$ cat config.mk
export PLATFORM = sky130hd
export DESIGN_NAME = lfsr_rnd_source
export DESIGN_NICKNAME = d
export VERILOG_FILES = /design/src/rtl/rnd_pkg.sv /design/src/rtl/lfsr_step.sv /design/src/rtl/lfsr_rnd_source.sv
export SDC_FILE = /design/constraint.sdc
export NUM_CORES = 1
export LEC_CHECK = 0
export ABC_AREA = 1
export BUFFER_PORTS_ARGS = -buffer_cell sky130_fd_sc_hd__buf_4
export CAP_MARGIN = 0
export CORE_MARGIN = 2
export CORE_UTILIZATION = 53
export CTS_CLUSTER_DIAMETER = 100
export DETAILED_ROUTE_END_ITERATION = 6
export PLACE_DENSITY = 0.78
export SYNTH_ARGS = -nofsm -noshare
export SYNTH_HDL_FRONTEND = slang
export SYNTH_HIERARCHICAL = 1
export SYNTH_SLANG_ARGS = --single-unit
$ cat constraint.sdc
create_clock -name clk -period 1.8 [get_ports clk]
set_clock_uncertainty 0.05 [all_clocks]
set_input_delay 0.54 -clock clk [delete_from_list [all_inputs] [get_ports clk]]
set_output_delay 0.54 -clock clk [all_outputs]
set_load 0.01 [all_outputs]
$ cat src/rtl/rnd_pkg.sv
// Shared definitions for the LFSR randomness source and the segment-probability
// expander: FSM encoding, probability codes and the LFSR feedback taps.
package rnd_pkg;

  typedef enum logic [1:0] {
    ST_IDLE   = 2'd0,
    ST_WARMUP = 2'd1,
    ST_RUN    = 2'd2
  } rnd_state_e;

  localparam logic [1:0] PROB_05 = 2'b00;
  localparam logic [1:0] PROB_06 = 2'b01;
  localparam logic [1:0] PROB_07 = 2'b10;
  localparam logic [1:0] PROB_09 = 2'b11;

  // Feedback is the MSB xor'ed with these fixed low taps; the expander uses the same set.
  localparam int LFSR_TAP_A = 3;
  localparam int LFSR_TAP_B = 2;
  localparam int LFSR_TAP_C = 0;

  localparam int LFSR_MIN_WIDTH = 5;

endpackage

$ cat src/rtl/lfsr_step.sv
// Combinational single step of the shared LFSR: shift left, feed back the
// xor of the MSB and the package taps into bit 0.
module lfsr_step
  import rnd_pkg::*;
#(
  parameter int RNDSIZE = 16
) (
  input  logic [RNDSIZE-1:0] state_i,
  output logic [RNDSIZE-1:0] next_o
);

  logic feedback;

  assign feedback = state_i[RNDSIZE-1] ^ state_i[LFSR_TAP_A]
                  ^ state_i[LFSR_TAP_B] ^ state_i[LFSR_TAP_C];

  assign next_o = {state_i[RNDSIZE-2:0], feedback};

endmodule

$ cat src/rtl/lfsr_rnd_source.sv
// Seeded LFSR randomness source: discards WARMUP steps after each seed load,
// then offers one word per accepted valid/ready handshake.
module lfsr_rnd_source
  import rnd_pkg::*;
#(
  parameter int RNDSIZE = 16,
  parameter int WARMUP  = 32
) (
  input  logic               clk,
  input  logic               rst_n,
  input  logic               seed_valid,
  output logic               seed_ready,
  input  logic [RNDSIZE-1:0] seed,
  input  logic [1:0]         prob_in,
  output logic               r_valid,
  input  logic               r_ready,
  output logic [RNDSIZE-1:0] r,
  output logic [1:0]         probability,
  output logic [15:0]        frame_cnt,
  output logic               busy
);

  if (RNDSIZE < LFSR_MIN_WIDTH) begin : g_width_check
    $error("lfsr_rnd_source: RNDSIZE must be at least 5");
  end

  localparam int WCW = (WARMUP > 0) ? $clog2(WARMUP + 1) : 1;
  localparam int WLAST_I = (WARMUP > 0) ? WARMUP - 1 : 0;
  localparam logic [WCW-1:0] WLAST = WCW'(WLAST_I);

  rnd_state_e         state_q;
  logic [RNDSIZE-1:0] lfsr_q;
  logic [RNDSIZE-1:0] lfsr_next;
  logic [RNDSIZE-1:0] seed_load_d;
  logic [1:0]         prob_q;
  logic [15:0]        frame_q;
  logic [WCW-1:0]     wcnt_q;
  logic               seed_ready_q;
  logic               r_valid_q;
  logic               busy_q;
  logic               seed_hs;
  logic               r_hs;

  // Single stepper shared by warm-up and run; only one of them advances per cycle.
  lfsr_step #(.RNDSIZE(RNDSIZE)) u_step (
    .state_i (lfsr_q),
    .next_o  (lfsr_next)
  );

  assign seed_load_d = (seed == '0) ? RNDSIZE'(1) : seed;
  assign seed_hs     = seed_valid && seed_ready_q;
  assign r_hs        = r_valid_q && r_ready;

  // A seed handshake outranks everything else, including a same-cycle word accept.
  always_ff @(posedge clk or negedge rst_n) begin
    if (!rst_n) begin
      state_q      <= ST_IDLE;
      lfsr_q       <= RNDSIZE'(1);
      prob_q       <= PROB_05;
      frame_q      <= '0;
      wcnt_q       <= '0;
      seed_ready_q <= 1'b1;
      r_valid_q    <= 1'b0;
      busy_q       <= 1'b0;
    end else if (seed_hs) begin
      lfsr_q  <= seed_load_d;
      prob_q  <= prob_in;
      frame_q <= '0;
      wcnt_q  <= '0;
      if (WARMUP == 0) begin
        state_q      <= ST_RUN;
        seed_ready_q <= 1'b1;
        r_valid_q    <= 1'b1;
        busy_q       <= 1'b0;
      end else begin
        state_q      <= ST_WARMUP;
        seed_ready_q <= 1'b0;
        r_valid_q    <= 1'b0;
        busy_q       <= 1'b1;
      end
    end else begin
      case (state_q)
        ST_WARMUP: begin
          lfsr_q <= lfsr_next;
          if (wcnt_q == WLAST) begin
            state_q      <= ST_RUN;
            seed_ready_q <= 1'b1;
            r_valid_q    <= 1'b1;
            busy_q       <= 1'b0;
          end else begin
            wcnt_q <= wcnt_q + 1'b1;
          end
        end
        ST_RUN: begin
          if (r_hs) begin
            lfsr_q  <= lfsr_next;
            frame_q <= frame_q + 16'd1;
          end
        end
        default: begin
          state_q      <= ST_IDLE;
          seed_ready_q <= 1'b1;
          r_valid_q    <= 1'b0;
          busy_q       <= 1'b0;
        end
      endcase
    end
  end

  assign seed_ready  = seed_ready_q;
  assign r_valid     = r_valid_q;
  assign busy        = busy_q;
  assign r           = lfsr_q;
  assign probability = prob_q;
  assign frame_cnt   = frame_q;

endmodule

==> qor.csv <==
stage,metric,value,unit
run_status,outcome,completed,
power_and_ir_drop,combinational power share,35.1,%
floorplan,Placeable Area,4350,um^2
worst_setup_path,critical path type,reg -> out,
power_and_ir_drop,P_leak,1.52,nW
placed_design,dpl hpwl,3.91,mm
routing,total number of vias,2096,
clocking,setup bufs post-CTS,0,
finish,Post-layout nets,379,
floorplan,DIE AREA,5090,um^2
global_route,Total Routing Usage GR,21.5,%
placed_design,Final GP Congestion,0.807,
routing,1st-pass router iterations,5,
finish,area grow syn2layout,18.5,%
synth,fraction of registers with async set or reset after synthesis,100,%
routing,routed len/inst,12.8,um
clocking,Worst-path clk slew,0.08,ns
synth,top_reg_cell synth,dfrtp_1,
placed_design,PortBufs,58,
worst_setup_path,Crit-path slowest cell,dfstp_2,
power_and_ir_drop,clock power share,18.8,%
routing,DRC Markers,0,
global_route,largest net degree at the start of global routing,44,
worst_setup_path,crit path DAT,1.04,ns
global_route,number of global-route vias before repair,1970,
sta,period utilization,90.4,%
floorplan,Initial Util,55.2,%
sta,Achievable Freq,614,MHz
synth,Syn Nets,333,
power_and_ir_drop,internal power,1.97,mW
clocking,CTS Hold Bufs,0,
synth,synthesized flop and latch total,43,
floorplan,Die Height,71.4,um
floorplan,die width,71.4,um
synth,sequential share of the synthesized area,44.8,%
clocking,TritonCTS Buffers,5,
synth,post-synthesis cell count,309,
sta,final setup TNS,0,ns
floorplan,Rows,24,
sta,final period demand of the worst path,1.63,ns
worst_setup_path,crit path max fanout,6,
global_route,first-pass GRT wire length,8.83,mm
worst_setup_path,Worst Setup Start Kind,register,
routing,Final ANT Viol Nets,0,
clocking,Clock Tree Root,clkbuf_8,
clocking,CTS sink cnt,43,
sta,slack of the critical path,0.172,ns
synth,Netlist Area Pre-Place,2400,um^2
hold_path,Hold WC Path Type,in -> async,
routing,initial drt markers,115,
sta,worst hold slack,0.181,ns
clocking,clock latency on the worst-skew pair,0.29,ns
global_route,initial antenna violation count,0,
worst_setup_path,Crit. End Element,primary output,
worst_setup_path,critical-path cell list,buf_4,
floorplan,io pins,59,
synth,Cell variety after synth,32,
power_and_ir_drop,Sw Pwr,1.18,mW
worst_setup_path,CP required,1.21,ns
power_and_ir_drop,Sw Share,37.4,%
run,Max-cap violations,0,
finish,share of cells above drive strength 1,23.9,%
worst_setup_path,family with the most delay on the worst path,flip-flops,
power_and_ir_drop,worst vdd ir,0.000550,V
sta,Hold Fails Final Rpt,0,
clocking,post-CTS sizing,0,
sta,RSZ-0062 raised after global routing,false,
clocking,CTS tree,done,
routing,vias per inst,5.14,
clocking,CTS Buffer Depth,2,
finish,Ant. Diodes,0,
power_and_ir_drop,PD cells,1110,nW/um^2
worst_setup_path,max incr delay on CP,0.61,ns
sta,Final Max Tran Viols,0,
synth,Post-synth EDFFs,0,
sta,setup violators final,0,
synth,synth warn,6,
placed_design,Worst Setup Slack post-DPL,-0.0154,ns
sta,Worst Max-Slew Pin Slew,0.543,ns
power_and_ir_drop,Flop pwr share,46.1,%
synth,"Avg Cell Area, Syn",7.78,um^2
sta,Relative slew margins,63.8,%
worst_setup_path,CP Buf/Inv Count,1,
clocking,CTS H-tree depth,2,
global_route,total grt overflow,0,
routing,final WL,5.22,mm
[cells in the final DEF (no fill, tap or decap), types with 3 or more instances in the layout]
cell type,count
a31oi_1,6
nand4_1,9
clkbuf_8,5
nand3_1,12
nand2_1,71
o21ai_1,11
o22ai_1,3
nand2_2,3
inv_1,26
a21oi_1,7
o21ai_0,19
dfrtp_1,41
nor2_1,53
buf_4,63
[cells by family after synthesis]
group | share of synthesized area, %
adder cells (fa/ha/maj) | 1.04
XOR/XNOR | 1.46
buffers and inverters | 11.4
flip-flops | 44.8
AND/OR/NAND/NOR | 30.7
AO/OA/AOI/OAI | 10.5
[cell type report]
type | count | area (um^2)
Clock inverter | 1 | 5.00
Clock buffer | 7 | 76.3
Timing Repair Buffer | 63 | 473
Sequential cell | 43 | 1080
Tap cell | 52 | 65.1
Multi-Input combinational cell | 215 | 1050
Fill cell | 400 | 1500
Inverter | 27 | 101
[final timing paths]
path                                   to  slack [ns]  depth (start not counted)      startpoint
min in group clk           probability[0]        0.39                          3      prob_in[0]
max in group asynchronous            r[0]        1.14                          1           rst_n
setup reg to reg                    r[12]        0.18                          6      state_q[0]
hold / removal              frame_cnt[10]        0.18                          1           rst_n
setup / recovery                     r[0]        0.17                          1            r[0]
hold reg to reg            probability[1]        0.44                          2  probability[1]
[power groups by stage]
stage	combinational (mW)	sequential [mW]	clock (mW)
detailed placement	1.12	1.47	0
global route	1.25	1.49	0.646
CTS	1.12	1.45	0.611
floorplan	0.670	1.49	0
finish	1.11	1.45	0.593
global placement	1.08	1.47	0
[flip-flops by register name, summed over array words and instances (netlist names)]
register and count:
frame_cnt 16, r 16, wcnt_q 6, probability 2, state_q 2, seed_ready 1
[stage by stage]
stage	total power, mW	utilization, %	cell area, um^2	instances
after floorplan	2.16	-	2400	309
after global placement	2.55	63.6	2770	400
after detailed placement	2.58	63.6	2770	400
after CTS	3.18	65.5	2850	408
after global routing	3.38	65.5	2850	408
final	3.15	65.5	2850	408
[Yosys cell counts (all sizes together), types with 3 or more instances]
library cell | instances | area share (%)
o21ai | 30 | 6.2
inv | 27 | 4.2
nand3 | 15 | 4.1
buf | 23 | 7.1
nand4 | 9 | 2.3
a21oi | 7 | 1.5
a31oi | 6 | 1.6
nor2 | 57 | 10
o22ai | 3 | 0.78
dfrtp | 41 | 43
nand2 | 75 | 12
[routing by layer]
metal  vias to the layer above  GRT usage [%]  part of all wire, %
li1                       1073              -                    -
met2                        55           34.8                   47
met5                         -              0                    0
met4                         0           6.08                 0.48
met3                         2           4.78                  5.0
met1                       966           29.4                   47
No activity file was read; power rests on OpenSTA's default activity.
